`config.mk`:
```
export PLATFORM = sky130hd
export DESIGN_NAME = hv_hamming_classifier
export DESIGN_NICKNAME = d
export VERILOG_FILES = /design/src/rtl/hdc_pkg.sv /design/src/rtl/hv_popcount.sv /design/src/rtl/hv_hamming_classifier.sv
export SDC_FILE = /design/constraint.sdc
export NUM_CORES = 1
export LEC_CHECK = 0
export ABC_AREA = 1
export BUFFER_PORTS_ARGS = -buffer_cell sky130_fd_sc_hd__buf_2
export CELL_PAD_IN_SITES_DETAIL_PLACEMENT = 1
export CELL_PAD_IN_SITES_GLOBAL_PLACEMENT = 1
export CORE_MARGIN = 1.5
export CORE_UTILIZATION = 42
export DETAILED_ROUTE_END_ITERATION = 10
export PLACE_DENSITY_LB_ADDON = 0.2
export RECOVER_POWER = 25
export SLEW_MARGIN = 10
export SYNTH_ARGS = -nofsm -noshare
export SYNTH_HDL_FRONTEND = slang
export SYNTH_HIERARCHICAL = 1
export SYNTH_SLANG_ARGS = --single-unit
```
`constraint.sdc`:
```
create_clock -name clk -period 7.77 [get_ports clk]
set_input_delay 1.554 -clock clk [delete_from_list [all_inputs] [get_ports clk]]
set_output_delay 1.554 -clock clk [all_outputs]
set_load 0.005 [all_outputs]
```
`src/rtl/hdc_pkg.sv`:
```
// Shared constants, verdict encodings and FSM state type for the HDC classifier.
package hdc_pkg;

    localparam int DIM        = 10000;
    localparam int CHUNK      = 16;
    localparam int NUM_CHUNKS = (DIM + CHUNK - 1) / CHUNK;
    localparam int CNT_W      = $clog2(DIM + 1);
    localparam int ADDR_W     = $clog2(NUM_CHUNKS);

    localparam logic [1:0] RES_HAM   = 2'b01;
    localparam logic [1:0] RES_SPAM  = 2'b00;
    localparam logic [1:0] RES_UNDEC = 2'b11;

    typedef enum logic [1:0] {
        ST_RUN   = 2'd0,
        ST_FLUSH = 2'd1,
        ST_CMP   = 2'd2,
        ST_DONE  = 2'd3
    } state_e;

endpackage

```
`src/rtl/hv_popcount.sv`:
```
// Combinational population count of one CHUNK-bit word.
module hv_popcount #(
    parameter int W     = 16,
    parameter int OUT_W = $clog2(W + 1)
) (
    input  logic [W-1:0]     bits_i,
    output logic [OUT_W-1:0] count_o
);

    // Sum the set bits of the word.
    always_comb begin
        count_o = '0;
        for (int k = 0; k < W; k++) begin
            count_o = count_o + OUT_W'(bits_i[k]);
        end
    end

endmodule

```
`src/rtl/hv_hamming_classifier.sv`:
```
// Streams a message hypervector against ham/spam reference ROMs and emits a
// ham/spam/undecided verdict from the two accumulated Hamming distances.
module hv_hamming_classifier
    import hdc_pkg::*;
#(
    parameter int HV_DIM    = DIM,
    parameter int HV_CHUNK  = CHUNK,
    parameter int HV_CHUNKS = (HV_DIM + HV_CHUNK - 1) / HV_CHUNK,
    parameter int HV_CNT_W  = $clog2(HV_DIM + 1),
    parameter int HV_ADDR_W = (HV_CHUNKS > 1) ? $clog2(HV_CHUNKS) : 1
) (
    input  logic                 clk,
    input  logic                 reset,
    input  logic                 in_valid,
    output logic                 in_ready,
    input  logic [HV_CHUNK-1:0]  in_data,
    input  logic                 in_last,
    output logic                 ref_en,
    output logic [HV_ADDR_W-1:0] ref_addr,
    input  logic [HV_CHUNK-1:0]  ref_ham_data,
    input  logic [HV_CHUNK-1:0]  ref_spam_data,
    output logic                 result_valid,
    input  logic                 result_ready,
    output logic [1:0]           result,
    output logic [HV_CNT_W-1:0]  count_ham,
    output logic [HV_CNT_W-1:0]  count_spam,
    output logic                 len_err
);

    // Valid bits in the final beat; the rest of that beat is padding.
    localparam int TAIL = HV_DIM - (HV_CHUNKS - 1) * HV_CHUNK;
    localparam int PC_W = $clog2(HV_CHUNK + 1);

    state_e                state_q, state_d;
    logic [HV_ADDR_W-1:0]  chunk_cnt_q, chunk_cnt_d;
    logic [HV_CHUNK-1:0]   beat_q, beat_d;
    logic                  stage_v_q, stage_v_d;
    logic                  stage_tail_q, stage_tail_d;
    logic                  len_flag_q, len_flag_d;
    logic [HV_CNT_W-1:0]   acc_ham_q, acc_ham_d;
    logic [HV_CNT_W-1:0]   acc_spam_q, acc_spam_d;
    logic                  in_ready_q, in_ready_d;
    logic                  result_valid_q, result_valid_d;
    logic [1:0]            result_q, result_d;
    logic [HV_CNT_W-1:0]   count_ham_q, count_ham_d;
    logic [HV_CNT_W-1:0]   count_spam_q, count_spam_d;
    logic                  len_err_q, len_err_d;

    logic                  accept_s;
    logic                  at_end_s;
    logic [HV_CHUNK-1:0]   mask_s;
    logic [HV_CHUNK-1:0]   diff_ham_s, diff_spam_s;
    logic [PC_W-1:0]       pc_ham_s, pc_spam_s;

    assign accept_s     = in_valid & in_ready_q;
    assign at_end_s     = (chunk_cnt_q == HV_ADDR_W'(HV_CHUNKS - 1));
    assign in_ready     = in_ready_q;
    assign ref_en       = accept_s;
    assign ref_addr     = chunk_cnt_q;
    assign result_valid = result_valid_q;
    assign result       = result_q;
    assign count_ham    = count_ham_q;
    assign count_spam   = count_spam_q;
    assign len_err      = len_err_q;

    // Padding bits of the final beat never contribute to the distance.
    always_comb begin
        mask_s = '0;
        for (int k = 0; k < HV_CHUNK; k++) begin
            mask_s[k] = (!stage_tail_q) || (k < TAIL);
        end
    end

    assign diff_ham_s  = (beat_q ^ ref_ham_data)  & mask_s;
    assign diff_spam_s = (beat_q ^ ref_spam_data) & mask_s;

    hv_popcount #(.W(HV_CHUNK), .OUT_W(PC_W)) u_pc_ham (
        .bits_i  (diff_ham_s),
        .count_o (pc_ham_s)
    );

    hv_popcount #(.W(HV_CHUNK), .OUT_W(PC_W)) u_pc_spam (
        .bits_i  (diff_spam_s),
        .count_o (pc_spam_s)
    );

    // Next-state logic: beat capture, distance accumulation and verdict handshake.
    always_comb begin
        state_d        = state_q;
        chunk_cnt_d    = chunk_cnt_q;
        beat_d         = beat_q;
        stage_v_d      = 1'b0;
        stage_tail_d   = stage_tail_q;
        len_flag_d     = len_flag_q;
        result_valid_d = result_valid_q;
        result_d       = result_q;
        count_ham_d    = count_ham_q;
        count_spam_d   = count_spam_q;
        len_err_d      = len_err_q;

        // The stage drains its pending beat regardless of FSM state.
        if (stage_v_q) begin
            acc_ham_d  = acc_ham_q  + HV_CNT_W'(pc_ham_s);
            acc_spam_d = acc_spam_q + HV_CNT_W'(pc_spam_s);
        end else begin
            acc_ham_d  = acc_ham_q;
            acc_spam_d = acc_spam_q;
        end

        case (state_q)
            ST_RUN: begin
                if (accept_s) begin
                    beat_d       = in_data;
                    stage_v_d    = 1'b1;
                    stage_tail_d = at_end_s;
                    chunk_cnt_d  = chunk_cnt_q + HV_ADDR_W'(1);
                    if (in_last || at_end_s) begin
                        // Length is wrong unless in_last lands exactly on the final beat.
                        len_flag_d = in_last ^ at_end_s;
                        state_d    = ST_FLUSH;
                    end else begin
                        state_d = ST_RUN;
                    end
                end else begin
                    state_d = ST_RUN;
                end
            end
            ST_FLUSH: begin
                // Final beat drains now; verdict registers load on the edge into CMP.
                count_ham_d    = acc_ham_d;
                count_spam_d   = acc_spam_d;
                len_err_d      = len_flag_q;
                result_valid_d = 1'b1;
                if (acc_ham_d < acc_spam_d) begin
                    result_d = RES_HAM;
                end else if (acc_ham_d > acc_spam_d) begin
                    result_d = RES_SPAM;
                end else begin
                    result_d = RES_UNDEC;
                end
                state_d = ST_CMP;
            end
            ST_CMP, ST_DONE: begin
                if (result_ready) begin
                    result_valid_d = 1'b0;
                    acc_ham_d      = '0;
                    acc_spam_d     = '0;
                    chunk_cnt_d    = '0;
                    state_d        = ST_RUN;
                end else begin
                    state_d = ST_DONE;
                end
            end
            default: begin
                state_d = ST_RUN;
            end
        endcase

        in_ready_d = (state_d == ST_RUN);
    end

    // State and datapath registers.
    always_ff @(posedge clk or posedge reset) begin
        if (reset) begin
            state_q        <= ST_RUN;
            chunk_cnt_q    <= '0;
            beat_q         <= '0;
            stage_v_q      <= 1'b0;
            stage_tail_q   <= 1'b0;
            len_flag_q     <= 1'b0;
            acc_ham_q      <= '0;
            acc_spam_q     <= '0;
            in_ready_q     <= 1'b0;
            result_valid_q <= 1'b0;
            result_q       <= RES_SPAM;
            count_ham_q    <= '0;
            count_spam_q   <= '0;
            len_err_q      <= 1'b0;
        end else begin
            state_q        <= state_d;
            chunk_cnt_q    <= chunk_cnt_d;
            beat_q         <= beat_d;
            stage_v_q      <= stage_v_d;
            stage_tail_q   <= stage_tail_d;
            len_flag_q     <= len_flag_d;
            acc_ham_q      <= acc_ham_d;
            acc_spam_q     <= acc_spam_d;
            in_ready_q     <= in_ready_d;
            result_valid_q <= result_valid_d;
            result_q       <= result_d;
            count_ham_q    <= count_ham_d;
            count_spam_q   <= count_spam_d;
            len_err_q      <= len_err_d;
        end
    end

endmodule
```
# Yosys cells after proc, flatten, opt, wreduce, memory -nomap -nowiden
# Index checks and enable logic that the tools add are counted.
[totals] register_bits=91 inputBits=53 output_inout_bits=44 wordCells=87
[classes] addsub=33 n_lt_le_gt_ge=2 eq_ne=6 mux=19 n_bitwise=4 n_reduce_logical=10
[ops] op="5-bit by 1-bit adder with 5-bit output" n=28
[ops] op="14-bit 2-to-1 mux" n=6
[ops] op="16-bit XOR" n=2
[ops] op="14-bit by 5-bit adder with 14-bit output" n=2
[ops] op="10-bit 2-to-1 mux" n=2
[ops] op="10-bit case mux with 2 select lines" n=1
[ops] op="14-bit greater-than comparator" n=1
[ops] op="14-bit less-than comparator" n=1
[ops] op="10-bit by 1-bit adder with 10-bit output (second input constant)" n=1
[ops] op="10-bit equality test (second input constant)" n=1
[ops] op="2-bit 2-to-1 mux" n=4
[ops] op="2-bit case mux with 3 select lines" n=1
[ops] op="3-bit AND reduction" n=2
[ops] op="1-bit by 1-bit adder with 2-bit output" n=2
[ops] op="2-bit equality test (second input constant)" n=2
[ops] op="2-bit logical NOT" n=2
[ops] op="1-bit 2-to-1 mux" n=4
[ops] op="2-bit inequality test (second input constant)" n=2
[ops] op="2-bit AND reduction" n=2
[ops] op="2-bit nonzero test" n=2
[ops] op="2-bit by 1-bit equality test with 1-bit output (second input constant)" n=1
[ops] op="1-bit case mux with 2 select lines" n=1
[ops] op="2-bit OR reduction" n=1
[ops] op="1-bit AND" n=1
[ops] op="2 further kinds" n=2

# Depth between registers and ports, before layout
[logic_depth] word_depth=21 mapped_depth=33

# Hierarchy
# The synthesis kept the hierarchy.
[modules_own_cells] mod="hv_hamming_classifier" n_inst=1 cells_each=610 area_each_um2=4972.3
[modules_own_cells] mod="hv_popcount" n_inst=2 cells_each=56 area_each_um2=429.2

# Worst setup path after synthesis
# OpenSTA, ideal clock, no wires.
[synth_path] kind="input port to flip-flop" from="input port ref_ham_data[0]" to="register result_q[1] (netlist: result[1])" setup_ns=0.116 t_arrival_ns=6.508 required_time_ns=7.654 slack_ns=1.145 path_stages=28 n_path_buf=0 path_cell_list="xor2_1 inv_1 fa_1 fa_1 fa_1 fa_1 inv_1 ha_1 inv_1 fa_1 xnor2_1 ha_1 or2_1 nand3_1 nand2_2 nand4_1 inv_1 nand4_1 xor2_1 inv_1 ha_1 and3_1 nand2_1 nor2_4 nand4_1 nand3_1 nand2_1 nand2_1"
[synth_between] elab_chain_cells=21
[synth_rtl] element="start: declaration" line="hv_hamming_classifier.sv:20" text="input logic [HV_CHUNK-1:0] ref_ham_data,"
[synth_rtl] element="16-bit XOR (*)" line="hv_hamming_classifier.sv:74" text="assign diff_ham_s = (beat_q ^ ref_ham_data) & mask_s;"
[synth_rtl] element="1-bit by 1-bit adder with 2-bit output (*)" line="hv_popcount.sv:14" text="count_o = count_o + OUT_W'(bits_i[k]);"
[synth_rtl] element="5-bit by 1-bit adder with 5-bit output (*) (14 in series)" line="hv_popcount.sv:14"
[synth_rtl] element="via pc_ham_s[2]" line="hv_hamming_classifier.sv:53" text="logic [PC_W-1:0] pc_ham_s, pc_spam_s;"
[synth_rtl] element="14-bit by 5-bit adder with 14-bit output (*)" line="hv_hamming_classifier.sv:103" text="acc_ham_d = acc_ham_q + HV_CNT_W'(pc_ham_s);"
[synth_rtl] element="14-bit 2-to-1 mux (*)" line="hv_hamming_classifier.sv:102" text="if (stage_v_q) begin"
[synth_rtl] element="14-bit greater-than comparator" line="hv_hamming_classifier.sv:136" text="end else if (acc_ham_d > acc_spam_d) begin"
[synth_rtl] element="2-bit 2-to-1 mux" line="hv_hamming_classifier.sv:136"
[synth_rtl] element="2-bit 2-to-1 mux (*)" line="hv_hamming_classifier.sv:134" text="if (acc_ham_d < acc_spam_d) begin"
[synth_rtl] element="end signal: assignment" line="hv_hamming_classifier.sv:190" text="result_q <= result_d;"
[synth_rtl] element="end: declaration" line="hv_hamming_classifier.sv:44" text="logic [1:0] result_q, result_d;"
# The timed path passes the listed nets; every way through them passes the cells marked *.
# A chain may end at the register's enable or synchronous reset.

# Final worst setup path
[layout_path] from="input port ref_ham_data[0]" to="register result_q[0] (netlist: result[0])"
[layout_between] elab_chain_cells=21
[layout_rtl] element="16-bit XOR (*)" line="hv_hamming_classifier.sv:74"
[layout_rtl] element="via diff_ham_s[0]" line="hv_hamming_classifier.sv:52" text="logic [HV_CHUNK-1:0] diff_ham_s, diff_spam_s;"
[layout_rtl] element="1-bit by 1-bit adder with 2-bit output (*)" line="hv_popcount.sv:14"
[layout_rtl] element="5-bit by 1-bit adder with 5-bit output (*) (14 in series)" line="hv_popcount.sv:14"
[layout_rtl] element="via pc_ham_s[2]" line="hv_hamming_classifier.sv:53"
[layout_rtl] element="14-bit by 5-bit adder with 14-bit output (*)" line="hv_hamming_classifier.sv:103"
[layout_rtl] element="14-bit 2-to-1 mux (*)" line="hv_hamming_classifier.sv:102"
[layout_rtl] element="14-bit greater-than comparator" line="hv_hamming_classifier.sv:136"
[layout_rtl] element="2-bit 2-to-1 mux" line="hv_hamming_classifier.sv:136"
[layout_rtl] element="2-bit 2-to-1 mux (*)" line="hv_hamming_classifier.sv:134"
# Marked as above.

==> run metrics <==
result of the run=finished with violations; violated checks=max-capacitance violations, max-slew violations; proportion of synthesized flip-flops having asynchronous set or reset=1.00; Synth Area in Adders=0.146; Setup crit start kind=input port; HPWL after detailed placement=11.8 mm; CP max-delay cell=fa_1; first-pass detailed-route iteration total=4; main combinational cell family by area after synthesis=simple AND/OR/NAND/NOR gates; number of nets in the final layout=about 930; number of placement rows=42; biggest area contributors in the synthesized netlist=dfrtp_1 39%, nand2_1 12%, inv_1 7.8%, fa_1 7.6%, ha_1 7.1%; routed vias/inst=about 5.0; remaining routing DRC violations=0; endpoint required time on the critical path=between 8 and 9 ns; global-route wire length before repair=around 26 mm; hold path startpoint=count_ham[11]; final period utilization=0.895; reg-to-reg setup timing slack=approximately 1.7 ns; Worst Max-Slew Pin Slew=approximately 2.2 ns; area leader, netlist=dfrtp_1; Post-synth EDFFs=0; height of the die=roughly 120 um; Yosys Warn Count=6; Slew Viols, Final=95; Critical Path Max Stage Delay=0.56 ns; Total GRT Usage=0.225; unrepaired setup endpoints after global routing=no; Placer Congestion=between 0.8 and 0.9; total via count after detailed routing=around 4900; Total Die Area=between 0.01 and 0.015 mm^2; worst slack at placement=roughly 0.43 ns; WL per Instance=~15 um; clock transition at the registers of the reported paths=around 0.070 ns; distinct cell type count of the synthesized netlist=38; Max clock buf depth=2; core box area=approximately 0.013 mm^2; number of fill cells=about 1700; count of antenna-violating nets left after detailed routing=0; io pins=97; vias in the first global route=~5400; initial standard-cell utilization of the core=0.435; Synthesized Nets=just over 800; achievable clock frequency=approximately 140 MHz; share of synthesized cell area in and, or, nand and nor gates=0.229; destination of the worst register-to-register timing path=result[0]; compound-gate portion of the synthesized area=0.0661; CP Class=input port to flip-flop; path class of the lowest-slack min-delay path=flip-flop to flip-flop; sum of negative setup slack=0 ns; remaining max-slew budget at the tightest pin=-0.457; Final Hold Fails=0; pin count of the biggest net entering global routing=63; per-instance average area after synthesis=between 8 and 9 um^2; most frequently used cell type in the post-synthesis netlist=nand2_1; number of storage elements in the synthesis netlist=91; area added between synthesis and finish=15.9%; most used flip-flop cell after synthesis=dfrtp_1; final worst clock skew=between 0.008 and 0.009 ns; maximum net fanout on the critical path=6; synthesized cell area=roughly 0.0058 mm^2; Crit path top cell by count=inv_1; synthesized-area fraction occupied by xor and xnor cells=0.0691; Synth top area share=0.391; post-CTS sizing=0; total overflow reported by the global router=0; antenna violations before repair=0; crit path time final=around 7 ns; CTS Hold Buffers Added=0; post-CTS setup-driven buffer insertion count=0; Skew-Pair Late Insertion Delay=about 0.35 ns; r2r worst-path depth=28; capture endpoint of the worst hold path=count_ham[11]; critical path data arrival time=about 7.3 ns; clk sinks=91; clk root buf=clkbuf_16; Die Width=roughly 120 um; worst hold stages=2; Total Routed Length=approximately 15 mm; instance count of the mapped netlist=722; First DRT Iteration DRCs=approximately 230; register area share after synthesis=0.391; Maximum Capacitance Violations=2; multiplexer share of the synthesized area=0.00343; maximum level of the CTS H-tree=3; Worst Setup End Kind=flip-flop; CTS tree=yes; cell types with the highest counts after synthesis=188 x nand2_1, 121 x inv_1, 91 x dfrtp_1; Setup WS post-layout=about 0.81 ns; ANT cells=0; number of I/O port buffers=96; Post-Layout Cell Count=997; fraction of final layout cells with drive strength greater than 1=0.163; worst flop-to-flop path startpoint=beat_q[0]; number of placed instances with taps included=slightly below 1000; final setup fails=0; number of buffers created by CTS=9
## cells in the final DEF, fill, tap and decap left out, types with 4 or more instances in the layout
cell,count
a21oi_1,14
a31oi_1,4
buf_2,93
clkbuf_1,6
clkbuf_16,9
dfrtp_1,91
fa_1,22
ha_1,33
inv_1,121
inv_2,5
nand2_1,189
nand2_2,7
nand3_1,22
nand3_2,4
nand4_1,12
nor2_1,56
nor3_1,7
o21ai_0,47
xnor2_1,6
xor2_1,40
## state kept, by name, indices dropped and copies added (netlist names)
signal	cells
beat_q	16
result	2
in_ready	1
len_err	1
acc_ham_q	14
count_spam	14
count_ham	14
len_flag_q	1
acc_spam_q	14
ref_addr	10
stage_v_q	1
state_q	2
result_valid	1
## cell type report
type,instances,area (um^2),share of cell area
Multi-Input combinational cell,486,2990,0.443
Sequential cell,91,2280,0.337
Inverter,131,495,0.0733
Timing Repair Buffer,99,492,0.0727
Clock buffer,10,229,0.0339
Tap cell,176,220,0.0326
Clock inverter,4,53.8,0.00796
## layer usage
metal  global-route usage  vias to the layer above  wire (um)
met4               0.0647                        0        207
met1                0.261                     2437       6280
met2                0.426                       84       8200
li1                     -                     2412          -
met3               0.0340                       14        535
met5                    0                        -          0
## worst max path at each step
stage	from	end	slack (ns)	cells after the start
2_1_floorplan	ref_ham_data[0]	result[1]	1.15	28
3_3_place_gp	ref_spam_data[5]	result[1]	0.61	28
3_5_place_dp	ref_ham_data[0]	result[0]	0.43	29
4_1_cts	ref_ham_data[0]	result[0]	0.78	29
5_1_grt	ref_ham_data[5]	result[0]	0.34	29
6_report	ref_ham_data[0]	result[0]	0.81	29
## kinds of logic (layout without fill, tap and decap cells)
group	count (synthesis)	in the layout
simple gates	310	310
buf+inv	145	244
flops	91	91
compound gates	73	73
fa+ha+maj	55	55
xor+xnor	46	46
mux	2	2
## worst max-delay path, delay by kind of cell
kind / cells / cell delay, ns
compound gates: 1 / 0.15
xor+xnor: 3 / 0.54
fa+ha+maj: 8 / 3.25
buf+inv: 7 / 0.53
simple gates: 10 / 1.20
## metrics by stage
stage | area (um^2) | util | hold slack [ns]
2_1_floorplan | 5830 | - | 0.442
4_1_cts | 6770 | 0.506 | 0.485
5_1_grt | 6760 | 0.504 | 0.502
3_3_place_gp | 6490 | 0.484 | 0.460
3_5_place_dp | 6490 | 0.484 | 0.468
6_report | 6760 | 0.504 | 0.479
Power is not shown: default switching activity piles up to over one toggle a cycle in this logic, so the estimate is an artifact.
